## config.mk

```make
export PLATFORM = sky130hd
export DESIGN_NAME = xor_parity_rx
export DESIGN_NICKNAME = d
export VERILOG_FILES = /design/src/rtl/xor_parity_pkg.sv /design/src/rtl/xor_sat_counter.sv /design/src/rtl/xor_parity_rx.sv
export SDC_FILE = /design/constraint.sdc
export NUM_CORES = 1
export LEC_CHECK = 0
export ABC_AREA = 1
export CAP_MARGIN = 20
export CORE_UTILIZATION = 58
export CTS_CLUSTER_DIAMETER = 30
export DETAILED_ROUTE_END_ITERATION = 12
export GPL_TIMING_DRIVEN = 0
export PLACE_DENSITY = 0.83
export SETUP_SLACK_MARGIN = 0.02
export SKIP_LAST_GASP = 1
export SYNTH_ARGS = -nofsm -noshare
export SYNTH_HDL_FRONTEND = slang
export SYNTH_SLANG_ARGS = --single-unit
```

## constraint.sdc

```tcl
create_clock -name clk -period 2.4 [get_ports clk]
set_input_delay 0.6 -clock clk [delete_from_list [all_inputs] [get_ports clk]]
set_output_delay 0.6 -clock clk [all_outputs]
set_load 0.02 [all_outputs]
```

## src/rtl/xor_parity_pkg.sv

```systemverilog
// Shared types and sizing helpers for the even-parity serial receiver.
package xor_parity_pkg;

   localparam int unsigned DEFAULT_DATA_W = 8;
   localparam int unsigned DEFAULT_CNT_W  = 8;

   typedef enum logic [1:0] {
      RX_DATA = 2'd0,
      RX_PAR  = 2'd1,
      RX_OUT  = 2'd2
   } rx_state_e;

   // bit_cnt must be able to hold DATA_W itself once the last data bit lands
   function automatic int unsigned bit_cnt_width(input int unsigned data_w);
      return $clog2(data_w + 1);
   endfunction

endpackage

```

## src/rtl/xor_sat_counter.sv

```systemverilog
// Saturating up-counter: increments on inc_i and sticks at all-ones.
module xor_sat_counter #(
   parameter int unsigned CNT_W = 8
) (
   input  logic             clk,
   input  logic             rst_n,
   input  logic             inc_i,
   output logic [CNT_W-1:0] count_o
);

   logic [CNT_W-1:0] count_q;
   logic [CNT_W-1:0] count_d;

   always_comb begin
      count_d = count_q;
      if (inc_i && (count_q != {CNT_W{1'b1}})) begin
         count_d = count_q + CNT_W'(1);
      end
   end

   always_ff @(posedge clk or negedge rst_n) begin
      if (!rst_n) begin
         count_q <= '0;
      end else begin
         count_q <= count_d;
      end
   end

   assign count_o = count_q;

endmodule

```

## src/rtl/xor_parity_rx.sv

```systemverilog
// Even-parity serial frame receiver: DATA_W bits LSB-first plus parity,
// presented as a word with a parity-error flag on a valid/ready port.
module xor_parity_rx
   import xor_parity_pkg::*;
#(
   parameter int unsigned DATA_W = DEFAULT_DATA_W,
   parameter int unsigned CNT_W  = DEFAULT_CNT_W
) (
   input  logic              clk,
   input  logic              rst_n,
   input  logic              in_valid,
   input  logic              in_bit,
   output logic              in_ready,
   output logic              out_valid,
   input  logic              out_ready,
   output logic [DATA_W-1:0] out_data,
   output logic              out_err,
   output logic [CNT_W-1:0]  err_count
);

   localparam int unsigned BCW = bit_cnt_width(DATA_W);

   rx_state_e         state_q, state_d;
   logic [BCW-1:0]    bit_cnt_q, bit_cnt_d;
   logic              acc_q, acc_d;
   logic [DATA_W-1:0] data_q, data_d;
   logic              in_ready_q, in_ready_d;
   logic              out_valid_q, out_valid_d;
   logic [DATA_W-1:0] out_data_q, out_data_d;
   logic              out_err_q, out_err_d;
   logic              accept_c;
   logic              handshake_c;
   logic              last_bit_c;
   logic              err_inc_c;

   assign accept_c    = in_valid & in_ready_q;
   assign handshake_c = out_valid_q & out_ready;
   assign last_bit_c  = (bit_cnt_q == BCW'(DATA_W - 1));

   // State register plus all registered datapath/outputs
   always_ff @(posedge clk or negedge rst_n) begin
      if (!rst_n) begin
         state_q     <= RX_DATA;
         bit_cnt_q   <= '0;
         acc_q       <= 1'b0;
         data_q      <= '0;
         in_ready_q  <= 1'b0;
         out_valid_q <= 1'b0;
         out_data_q  <= '0;
         out_err_q   <= 1'b0;
      end else begin
         state_q     <= state_d;
         bit_cnt_q   <= bit_cnt_d;
         acc_q       <= acc_d;
         data_q      <= data_d;
         in_ready_q  <= in_ready_d;
         out_valid_q <= out_valid_d;
         out_data_q  <= out_data_d;
         out_err_q   <= out_err_d;
      end
   end

   // Next-state logic
   always_comb begin
      state_d = state_q;
      unique case (state_q)
         RX_DATA: if (accept_c && last_bit_c) state_d = RX_PAR;
         RX_PAR:  if (accept_c)               state_d = RX_OUT;
         RX_OUT:  if (handshake_c)            state_d = RX_DATA;
         default:                             state_d = RX_DATA;
      endcase
   end

   // Datapath and output next values
   always_comb begin
      bit_cnt_d  = bit_cnt_q;
      acc_d      = acc_q;
      data_d     = data_q;
      out_data_d = out_data_q;
      out_err_d  = out_err_q;
      err_inc_c  = 1'b0;
      unique case (state_q)
         RX_DATA: begin
            if (accept_c) begin
               for (int unsigned i = 0; i < DATA_W; i++) begin
                  if (bit_cnt_q == BCW'(i)) data_d[i] = in_bit;
               end
               acc_d     = acc_q ^ in_bit;
               bit_cnt_d = bit_cnt_q + BCW'(1);
            end
         end
         RX_PAR: begin
            if (accept_c) begin
               out_data_d = data_q;
               out_err_d  = acc_q ^ in_bit;
               err_inc_c  = acc_q ^ in_bit;
            end
         end
         RX_OUT: begin
            if (handshake_c) begin
               bit_cnt_d = '0;
               acc_d     = 1'b0;
               data_d    = '0;
            end
         end
         default: begin
            bit_cnt_d = '0;
            acc_d     = 1'b0;
         end
      endcase
      in_ready_d  = (state_d != RX_OUT);
      out_valid_d = (state_d == RX_OUT);
   end

   xor_sat_counter #(
      .CNT_W (CNT_W)
   ) u_err_cnt (
      .clk     (clk),
      .rst_n   (rst_n),
      .inc_i   (err_inc_c),
      .count_o (err_count)
   );

   assign in_ready  = in_ready_q;
   assign out_valid = out_valid_q;
   assign out_data  = out_data_q;
   assign out_err   = out_err_q;

endmodule

```

* After elaboration in Yosys (flattened, before gate mapping)
Cells that the tools add are included.
Widths: inputs -> output; s select.
** Operators by class
- Add/sub/neg operators :: 2
- $mul :: 0
- Div/mod/pow operators :: 0
- Order comparisons :: 0
- Equality and inequality tests :: 22
- Shift operators :: 0
- Mux-type cells :: 23
- Bitwise operators :: 4
- Reductions and logical operators :: 15
** Operators by type and width (number)
- $reduce_and 4->1 :: 8
- $ne 2x2->1 const B :: 11
- $eq 4x3->1 const B :: 4
- $mux 8 :: 2
- $pmux 8 s2 :: 1
- $mux 1 :: 12
- $pmux 4 s3 :: 1
- $add 8x1->8 const B :: 1
- $eq 4x2->1 const B :: 2
- $mux 4 :: 2
- $ne 8x8->1 const B :: 1
- $mux 2 :: 3
- $pmux 2 s3 :: 1
- $add 4x1->4 const B :: 1
- $eq 2x2->1 const B :: 2
- $eq 4x1->1 const B :: 1
- $logic_not 4->1 :: 1
- $pmux 1 s3 :: 1
- $reduce_and 3->1 :: 1
- $and 1x1->1 :: 2
- $eq 2x1->1 const B :: 1
- $logic_and 1x1->1 :: 2
- $logic_not 2->1 :: 1
- $reduce_and 2->1 :: 1
- other kinds (3) :: 3
** Word-level totals
- Flip-flop bits (word level) :: 34
- Bits in latches :: 0
- RAM bits :: 0
- ROM bits :: 0
- Input port bits :: 5
- Word-level logic and storage cells :: 82
- Memories :: 0

* Depth between registers and ports, before layout
- Depth after elaboration :: 5
- Depth in mapped cells :: 9

* By module
A second synthesis with hierarchy kept.
** Second synthesis, totals
- Cell total of the unflattened synthesis :: 224
- Area, all modules :: 1844.3 um^2
** By module, submodules not included
- xor_parity_rx :: times used 1, cells an instance 161, area each 1361.3 um^2
- xor_sat_counter :: times used 1, cells an instance 63, area each 483.0 um^2

* Worst setup path before layout
No wires, ideal clock.
- Path kind :: in2reg
- Start :: in in_valid
- End :: reg data_q[4]
- Library setup time :: 0.117 ns
- Data arrival time :: 1.294 ns
- Slack :: 0.989 ns
- Stages on the path :: 8
- Path buffers :: 1
- Cells stage by stage :: nand2_1 -> nand2_1 -> nand2_1 -> inv_1 -> buf_6 -> nand2_1 -> nand2_1 -> nand2_1
** Between the ends
- Longest elaborated chain between the ends :: 3
** Ends and longest elaborated chain
- from (decl) :: line xor_parity_rx.sv:11 : input logic in_valid,
- $and 1x1->1 :: line xor_parity_rx.sv:36 : assign accept_c = in_valid & in_ready_q;
- $ne 2x2->1 (no line)
- $reduce_and 4->1 (no line)
- to (signal assigned) :: line xor_parity_rx.sv:55 : data_q <= data_d;
- to (decl) :: line xor_parity_rx.sv:26 : logic [DATA_W-1:0] data_q, data_d;
No other way between the ends.
A chain may end at the register's enable or synchronous reset.

* Worst setup path in the final report
- Start :: reg u_err_cnt.count_q[2], in the netlist u_err_cnt.count_o[2]
- End :: out err_count[2]
** RTL lines
- from (decl) :: line xor_sat_counter.sv:11 : logic [CNT_W-1:0] count_q;
- from (signal assigned) :: line xor_sat_counter.sv:25 : count_q <= count_d;
- to (decl) :: line xor_parity_rx.sv:18 : output logic [CNT_W-1:0] err_count
No word-level cell between the ends.

==> impl_metrics.tcl <==
set metrics [dict create \
    status "complete, but fails checks" \
    violations "design-rule violations" \
    tns_ns 0 \
    ys_warn_count 0 \
    clk_pin_slew_ns 0.10 \
    power_frac_comb_pct 50.8 \
    final.setup.worst_slack_ns 0.372 \
    power_switching_mw 1.15 \
    power_density_nw_per_um2 1250 \
    cts_tree "yes" \
    coreArea_um2 2850 \
    yosysSeqAreaShare_pct 47.1 \
    globalRouteMet1Util_pct 30.8 \
    drv_slew 0 \
    async_reset_ff_share_pct 100 \
    hold_violations 0 \
    die_w_um 57.8 \
    crit_buf_inv 1 \
    pin_count 24 \
    worst_slew_pin_slew_ns 0.726 \
    final_cells 290 \
    syn_nets 238 \
    gp_congestion 0.912 \
    crit_fanout 6 \
    dieArea_um2 3340 \
    initial_core_util_pct 63.4 \
    ys_types 25 \
    first_pass_iters 8 \
    start_kind "flop" \
    drv_cap 0 \
    hpwl_um 2380 \
    cts.path.max_buffers 2 \
    clkPwrFrac_pct 15.0 \
    placed_cells 282 \
    synth_edf_count 0 \
    clock_latency_ns 0.33 \
    ctsRootBufferMaster "clkbuf_4" \
    drtIter0Drc 71 \
    post_cts_buffers 0 \
    die_h_um 57.8 \
    netlist_instances 228 \
    area_delta_synth_final_pct 18.8 \
    vias 1517 \
    grt_max_degree 35 \
    cts.repair.resized 0 \
    place_ws_ns 0.369 \
    slowest_stage "clkdlybuf4s50_1" \
    ff2ff_path_depth 8 \
    r2r_start "u_err_cnt.count_o[0]$_DFFE_PN0P_" \
    grt_pass1_wl_um 5910 \
    timing.hold.ws_ns 0.319 \
    fin_crit_sh_pct 84.5 \
    p_int_mw 1.55 \
    drive_gt1_share_pct 8.11 \
    synth_area_um2 1810 \
    synth.avg_cell_area_um2 7.93 \
    critical_path.top_delay_family "buffers and inverters" \
    num-nets-final 268 \
    cts_htree_levels 2 \
    cts_buffers 5 \
    cp.depth 1 \
    slew_headroom_pct 51.6 \
    max_freq_mhz 493 \
    crit_end "err_count[2]" \
    viasPerCell 5.23 \
    p_sw_share_pct 42.5 \
    worstPathRequired_ns 1.80 \
    grt_busiest_layer "met2" \
    crit_start "u_err_cnt.count_o[2]$_DFFE_PN0P_" \
    final_antenna_net_count 0 \
    cts.sinks 34 \
    path_class "reg -> out" \
    synth_seq_cells 34 \
    timing.rr.end "u_err_cnt.count_o[1]$_DFFE_PN0P_" \
    leakagePower_nw 1.11 \
    grtUsageMet2_pct 37.1 \
    r2r_slack_ns 0.99 \
    grt_overflow 0 \
    crit_path_end_kind "output pin" \
    antenna_found_initial 0 \
    layout_common_cells "nand2_1 (93), dfrtp_1 (34), clkdlybuf4s50_1 (22)" \
    portBuffers 23 \
    use_met3_pct 6.92 \
    path_cells "clkdlybuf4s50_1" \
    layout_commonest_cell "nand2_1" \
    cp_slowest_stage_delay_ns 0.64 \
    n_antenna_cell 0 \
    utilization_pct 75.3 \
    final-setup-viol-count 0 \
    rsz0062_at_grt "false" \
    cts-hold-fix-buffers 0 \
    seqPwrFrac_pct 34.2 \
    arrival_ns 1.43 \
    drt-total-wl_um 3400 \
    grtUsageTotal_pct 23.6 \
    wl_per_cell_um 11.7 \
    placementRows 19 \
    finClkSkew_ns 0.00611 \
    ys.flop_type "dfrtp_1" \
    route.detailed.drc 4 \
    ir_drop_v 0.000838 \
    first_global_vias 1343 \
    finalWorstPathRequiredPeriod_ns 2.03 \
    hold_path_class "in -> async" \
]
[how the worst min path moves through the flow]
stage                                       endpoint  slack (ns)  depth (start not counted)
finish                         data_q[7]$_DFFE_PN0P_        0.32                          1
global route        u_err_cnt.count_o[2]$_DFFE_PN0P_        0.36                          1
CTS                 u_err_cnt.count_o[2]$_DFFE_PN0P_        0.34                          1
detailed placement           out_data[5]$_DFFE_PN0P_        0.46                          2
global placement             out_data[5]$_DFFE_PN0P_        0.45                          2
floorplan                          acc_q$_DFFE_PN0P_        0.30                          0
[routing by layer]
metal,wire length [µm],part of all wire (%)
met2,1540,45
met1,1610,47
met4,62,1.8
met3,190,5.6
met5,0,0
[Yosys cell counts (2+ instances only)]
library cell	count	area (µm²)
nand2_1	93	349
xor2_1	2	17.5
a21oi_1	14	70.1
ha_1	5	62.6
buf_6	3	33.8
inv_1	21	78.8
dfrtp_1	34	851
nand2_4	2	22.5
nor2_4	2	22.5
nor2_1	6	22.5
o21ai_0	8	40.0
o21bai_1	4	30.0
nand3_1	19	95.1
o21ai_1	3	15.0
xnor2_1	2	17.5
[through the flow]
stage / cell area (µm²) / total power [mW]
after floorplan: 1810 / 1.86
after global placement: 2080 / 2.25
after detailed placement: 2070 / 2.28
after CTS: 2150 / 2.70
after global routing: 2150 / 2.91
final: 2150 / 2.69
[area by class of cell]
cell class              instances  area [µm²]
plain buffers                   5        46.3
clock buffers                   7        45.0
clock inverters                 1        30.0
fillers                       232         706
inverters                      23        91.3
multi-input cells             166         820
flip-flops and latches         34         851
well taps                      31        38.8
repair buffers                 23         225
[kinds of logic (layout without fill, tap and decap cells)]
kind of cell / after synthesis / in the layout / synth area share (%)
adders and majority gates: 5 / 5 / 3.46
AOI/OAI and AO/OA: 29 / 29 / 8.58
buffers and inverters: 28 / 59 / 7.61
DFF: 34 / 34 / 47.1
xor gates and xnor gates: 4 / 4 / 1.94
and+or+nand+nor: 128 / 128 / 31.3
[flip-flops by register name, summed over array words and instances (netlist names)]
| signal | cells |
|---|---|
| data_q | 8 |
| out_data | 8 |
| u_err_cnt.count_o | 8 |
| bit_cnt_q | 4 |
| state_q | 2 |
| acc_q | 1 |
| in_ready | 1 |
| out_err | 1 |
| out_valid | 1 |
[power by group through the flow]
stage                     registers (mW)  logic, mW  clock network (mW)
after floorplan                     1.05      0.815                   0
after global placement             0.923       1.32                   0
after detailed placement           0.932       1.35                   0
after CTS                          0.923       1.36               0.414
after global routing               0.949       1.52               0.439
final                              0.921       1.37               0.405
Note: power is estimated with default switching activity, not from simulation.
